File: config.mk
export PLATFORM = sky130hd
export DESIGN_NAME = leve1_id
export DESIGN_NICKNAME = d
export VERILOG_FILES = /design/src/rtl/leve1_id.sv
export SDC_FILE = /design/constraint.sdc
export NUM_CORES = 2
export LEC_CHECK = 0
export BUFFER_PORTS_ARGS = -buffer_cell sky130_fd_sc_hd__buf_2
export CAP_MARGIN = 40
export CELL_PAD_IN_SITES_DETAIL_PLACEMENT = 1
export CELL_PAD_IN_SITES_GLOBAL_PLACEMENT = 1
export CORE_MARGIN = 3
export CORE_UTILIZATION = 35
export CTS_CLUSTER_SIZE = 14
export DETAILED_ROUTE_END_ITERATION = 6
export PLACE_DENSITY_LB_ADDON = 0.1
export SYNTH_ARGS = -nofsm -noshare
export SYNTH_HDL_FRONTEND = slang
export SYNTH_SLANG_ARGS = --single-unit
File: constraint.sdc
create_clock -name CLK -period 4.7 [get_ports CLK]
set_clock_uncertainty 0.2 [all_clocks]
set_input_delay 0.705 -clock CLK [delete_from_list [all_inputs] [get_ports CLK]]
set_output_delay 0.705 -clock CLK [all_outputs]
set_load 0.1 [all_outputs]
File: src/rtl/leve1_id.sv
// Decode/operand stage feeding EX: GPR file, rs1/rs2 bypass, registered EX bundle, SYSTEM serialisation.
// Optional feature: define LEVE_ID_BYPASS_EN to enable the EX-result bypass (otherwise RAW hazards stall one cycle).
`ifndef XLEN
`define XLEN 32
`endif

module leve1_id #(
    parameter logic [31:0] NOP_INSTR = 32'h0000_0013
) (
    input  logic              CLK,
    input  logic              RSTn,
    input  logic              IF_VALID,
    output logic              IF_READY,
    input  logic [`XLEN-1:0]  IF_PC,
    input  logic [31:0]       IF_INSTR,
    input  logic              FLUSH,
    input  logic [`XLEN-1:0]  FWD_RD,
    input  logic              WB_VALID,
    input  logic              WB_WE,
    input  logic [31:0]       WB_INSTR,
    input  logic [`XLEN-1:0]  WB_RD,
    output logic              ID_VALID,
    output logic [`XLEN-1:0]  ID_PC,
    output logic [31:0]       ID_INSTR,
    output logic [`XLEN-1:0]  ID_RS1,
    output logic [`XLEN-1:0]  ID_RS2
);

    localparam logic [6:0] OPC_OP_IMM    = 7'b0010011;
    localparam logic [6:0] OPC_OP_IMM_32 = 7'b0011011;
    localparam logic [6:0] OPC_OP        = 7'b0110011;
    localparam logic [6:0] OPC_LUI       = 7'b0110111;
    localparam logic [6:0] OPC_AUIPC     = 7'b0010111;
    localparam logic [6:0] OPC_SYSTEM    = 7'b1110011;

    typedef enum logic [1:0] {RUN, SER1, SER2} state_t;

    state_t             state_q, state_d;
    logic               id_valid_q, id_valid_d;
    logic [`XLEN-1:0]   id_pc_q, id_pc_d;
    logic [31:0]        id_instr_q, id_instr_d;
    logic [`XLEN-1:0]   id_rs1_q, id_rs1_d;
    logic [`XLEN-1:0]   id_rs2_q, id_rs2_d;
    logic [`XLEN-1:0]   gpr_q [32];

    logic [4:0]         rs1_idx, rs2_idx, id_rd, wb_rd_idx;
    logic [6:0]         id_opc;
    logic               id_writer_op, id_writer, wb_hit_en, gpr_we;
    logic               raw_stall, cap;

    assign rs1_idx   = IF_INSTR[19:15];
    assign rs2_idx   = IF_INSTR[24:20];
    assign id_rd     = id_instr_q[11:7];
    assign id_opc    = id_instr_q[6:0];
    assign wb_rd_idx = WB_INSTR[11:7];

    // A CSR instruction only writes rd when funct3 is non-zero (ECALL/EBREAK/xRET do not).
    always_comb begin
        id_writer_op = 1'b0;
        case (id_opc)
            OPC_OP_IMM, OPC_OP_IMM_32, OPC_OP, OPC_LUI, OPC_AUIPC: id_writer_op = 1'b1;
            OPC_SYSTEM: id_writer_op = (id_instr_q[14:12] != 3'b000);
            default:    id_writer_op = 1'b0;
        endcase
    end

    assign id_writer = id_valid_q & (id_rd != 5'd0) & id_writer_op;
    assign wb_hit_en = WB_VALID & WB_WE;
    assign gpr_we    = wb_hit_en & (wb_rd_idx != 5'd0);

    // Priority: x0, younger EX result (bypass builds only), writeback data, register file.
    function automatic logic [`XLEN-1:0] pick_operand(
        input logic [4:0]        idx,
        input logic [`XLEN-1:0]  gpr_val
    );
        logic [`XLEN-1:0] val;
        val = gpr_val;
        if (idx == 5'd0)
            val = '0;
`ifdef LEVE_ID_BYPASS_EN
        else if (id_writer && (id_rd == idx))
            val = FWD_RD;
`endif
        else if (wb_hit_en && (wb_rd_idx == idx))
            val = WB_RD;
        return val;
    endfunction

`ifdef LEVE_ID_BYPASS_EN
    assign raw_stall = 1'b0;
`else
    assign raw_stall = id_writer & ((id_rd == rs1_idx) | (id_rd == rs2_idx));
`endif

    assign IF_READY = (state_q == RUN) & ~raw_stall;
    assign cap      = IF_VALID & IF_READY & ~FLUSH;

    always_comb begin
        id_valid_d = cap;
        id_pc_d    = id_pc_q;
        id_instr_d = NOP_INSTR;
        id_rs1_d   = id_rs1_q;
        id_rs2_d   = id_rs2_q;
        if (cap) begin
            id_pc_d    = IF_PC;
            id_instr_d = IF_INSTR;
            id_rs1_d   = pick_operand(rs1_idx, gpr_q[rs1_idx]);
            id_rs2_d   = pick_operand(rs2_idx, gpr_q[rs2_idx]);
        end
    end

    always_comb begin
        state_d = state_q;
        case (state_q)
            RUN:     if (cap && (IF_INSTR[6:0] == OPC_SYSTEM)) state_d = SER1;
            SER1:    state_d = SER2;
            SER2:    state_d = RUN;
            default: state_d = RUN;
        endcase
        if (FLUSH)
            state_d = RUN;
    end

    always_ff @(posedge CLK) begin
        if (!RSTn) begin
            state_q    <= RUN;
            id_valid_q <= 1'b0;
            id_pc_q    <= '0;
            id_instr_q <= NOP_INSTR;
            id_rs1_q   <= '0;
            id_rs2_q   <= '0;
        end else begin
            state_q    <= state_d;
            id_valid_q <= id_valid_d;
            id_pc_q    <= id_pc_d;
            id_instr_q <= id_instr_d;
            id_rs1_q   <= id_rs1_d;
            id_rs2_q   <= id_rs2_d;
        end
    end

    // x0 is never written, so its entry stays at the reset value of zero.
    always_ff @(posedge CLK) begin
        if (!RSTn) begin
            for (int i = 0; i < 32; i++)
                gpr_q[i] <= '0;
        end else if (gpr_we) begin
            gpr_q[wb_rd_idx] <= WB_RD;
        end
    end

    assign ID_VALID = id_valid_q;
    assign ID_PC    = id_pc_q;
    assign ID_INSTR = id_instr_q;
    assign ID_RS1   = id_rs1_q;
    assign ID_RS2   = id_rs2_q;

    logic unused_bits;
`ifdef LEVE_ID_BYPASS_EN
    assign unused_bits = ^{WB_INSTR[31:12], WB_INSTR[6:0]};
`else
    assign unused_bits = ^{WB_INSTR[31:12], WB_INSTR[6:0], FWD_RD};
`endif

endmodule

==> results_dict.tcl <==
set metrics [dict create \
    status "completed" \
    nNetsFinal 4632 \
    rsz0062_at_grt "false" \
    drt_pre_antenna_iters 6 \
    start_util_pct 35.5 \
    max_freq_mhz 264 \
    p_per_area_mw_per_mm2 373 \
    cts_root_buf "clkbuf_16" \
    switching_share_pct 27.1 \
    antenna_left 0 \
    pwr-share-seq_pct 46.3 \
    wl_per_cell_um 34.4 \
    p_switching_w 0.00703 \
    viasPerCell 5.79 \
    die_h_um 419 \
    synth_most_common_cell "edfxtp_1" \
    dpl.hpwl_um 150000 \
    finalCritPeriodShare_pct 80.7 \
    cts_hold_buffers 55 \
    post-route-drc-count 0 \
    cts_resized 0 \
    holdWs_ns 0.126 \
    synth-main-ff-cell "edfxtp_1" \
    fin_area_mm2 0.0695 \
    die-area_mm2 0.176 \
    end_kind "output port" \
    grt_pass1_wl_um 324000 \
    p_comb_share_pct 13.6 \
    globalplace.congestion 0.820 \
    clock-sinks 1155 \
    synth.avg_cell_area_um2 14.0 \
    syn_area_mm2 0.0597 \
    grt_pass1_vias 40300 \
    grt_max_degree 135 \
    hold_class "in -> reg" \
    ys_seq_area_share_pct 55.9 \
    yosysUniqueCellTypes 51 \
    finalSetupViolCount 0 \
    layout.area.seq_mm2 0.0334 \
    place_area_mm2 0.0647 \
    multi_input_area_mm2 0.0250 \
    fin_ws_ns 0.908 \
    ir_drop_mv 0.277 \
    path_clk_slew_ns 0.06 \
    required_ns 3.80 \
    synthArstFlopShare_pct 0 \
    fillCellCount 16800 \
    rows 150 \
    synth_area_leaders "edfxtp_1 51%, mux4_2 16%, and2_1 10%" \
    report.final.slew_viol_count 0 \
    synth_common_cells "1,024 x edfxtp_1, 967 x and2_1, 418 x mux4_2, 406 x mux2i_1, 295 x clkbuf_1" \
    drive_gt1_share_pct 24.6 \
    syn2layout_area_growth_pct 16.3 \
    hold_viol 0 \
    setup_tns_ns 0 \
    yosys.area.top_type "edfxtp_1" \
    cts_made_buffers 139 \
    arrival_ns 2.89 \
    globalRouteTotalUtil_pct 26.4 \
    globalRouteOverflowTotal 0 \
    netlist_instances 4255 \
    ctsHtreeMaxLevel 4 \
    yosys.area.top_type_share_pct 51.5 \
    clockPowerShare_pct 40.0 \
    p_int_w 0.0189 \
    drt_iter0_drc 3917 \
    core_mm2 0.168 \
    cts_buffer_depth 3 \
    r2r_slack_ns 1.53 \
    chipWidth_um 419 \
    worstMarginPinSlew_ns 1.02 \
    cts_tree "done" \
    synth.ff_latch_count 1155 \
    start_kind "flop" \
    cap_violations 0 \
    routed_wl_um 233000 \
    io_buffers 236 \
    pre_cts_ws_ns 0.640 \
    slew_headroom_pct 31.0 \
    clk_latency_ns 0.79 \
    post-route-min-period_ns 3.79 \
    io-pin-count 296 \
    synth_edf_count 1024 \
    crit_path_max_fanout 4 \
    leakage_nw 24.9 \
    dr_total_vias 39300 \
    ys_warn_count 0 \
    grt_antenna_before_repair 26 \
    post_cts_buffers 0 \
    critical_path_class "reg -> out" \
]
[layout make-up]
| cell class | instances | area share (%) |
|---|---|---|
| Timing Repair Buffer | 490 | 5.83 |
| Antenna cell | 7 | 0.0252 |
| Tap cell | 2204 | 3.97 |
| Multi-Input combinational cell | 2673 | 36.0 |
| Sequential cell | 1155 | 48.0 |
| Clock inverter | 61 | 0.666 |
| Inverter | 7 | 0.0414 |
| Clock buffer | 190 | 5.45 |
[per-layer routing]
layer	vias up	GRT usage [%]	share of wire (%)
met1	21100	35.4	42
met4	2	8.09	3.1
met5	-	0	0.0056
met3	353	3.71	5.9
met2	1358	44.3	49
li1	16500	-	-
[power by group through the flow]
stage               Sequential, W  Clock [W]  Combinational [W]
floorplan                  0.0125          0            0.00175
global placement           0.0122          0            0.00346
detailed placement         0.0122          0            0.00348
CTS                        0.0120     0.0106            0.00352
global route               0.0121     0.0110            0.00367
finish                     0.0120     0.0104            0.00353
[cell usage in the layout, fill, tap and decap left out, types with 12 or more instances in the layout]
cell type,n
a21oi_1,32
a22oi_1,31
a311oi_1,22
and2_1,967
and3_1,29
buf_12,60
buf_2,227
buf_4,138
clkbuf_1,44
clkbuf_16,143
clkinv_1,32
clkinv_2,14
conb_1,32
dfxtp_1,131
dlygate4sd3_1,55
edfxtp_1,1024
mux2i_1,406
mux4_2,418
nand2_1,71
nand3_1,38
nor2_1,194
nor2_4,31
nor3_1,63
nor4_1,35
o211ai_1,32
o21ai_0,13
o21ai_1,21
o21ai_4,30
o221ai_1,33
o22ai_1,94
xnor2_1,12
[path summary, 6_finish.rpt]
path         cells after the start        start          end
max                              6  ID_INSTR[8]     IF_READY
min reg2reg                      1   state_q[1]   state_q[1]
min                              3    WB_RD[29]   ID_RS2[29]
max reg2reg                      7  ID_INSTR[8]  ID_INSTR[1]
[kinds of logic (layout without fill, tap and decap cells)]
logic type / after synthesis / in the layout / synth area share [%]
buffers and inverters: 458 / 748 / 3.51
AOI/OAI and AO/OA: 326 / 326 / 3.75
and+or+nand+nor: 1469 / 1469 / 14.0
other: 1 / 39 / 0.00628
DFF: 1155 / 1155 / 55.9
xor gates and xnor gates: 20 / 20 / 0.293
muxes: 826 / 826 / 22.6
[registers in the layout, indices dropped and copies added (netlist names)]
name	count
gpr_q	1024
ID_INSTR	32
ID_PC	32
ID_RS2	32
state_q	2
ID_RS1	32
ID_VALID	1
[critical path, stage by stage, from the launching register on]
cell and delay (ns):
dfxtp_1 0.45, or4_1 0.58, o211ai_1 0.20, a21oi_1 0.12, and2_1 0.24, nor3_1 0.28, buf_12 0.22
[per-stage QoR]
stage | utilization (%) | total power (W) | cells
2_1_floorplan | - | 0.0143 | 4286
3_3_place_gp | 38.4 | 0.0157 | 6470
3_5_place_dp | 38.4 | 0.0157 | 6473
4_1_cts | 41.3 | 0.0261 | 6779
5_1_grt | 41.3 | 0.0267 | 6781
6_report | 41.3 | 0.0259 | 6787
Power figures use the tool's default switching activity.
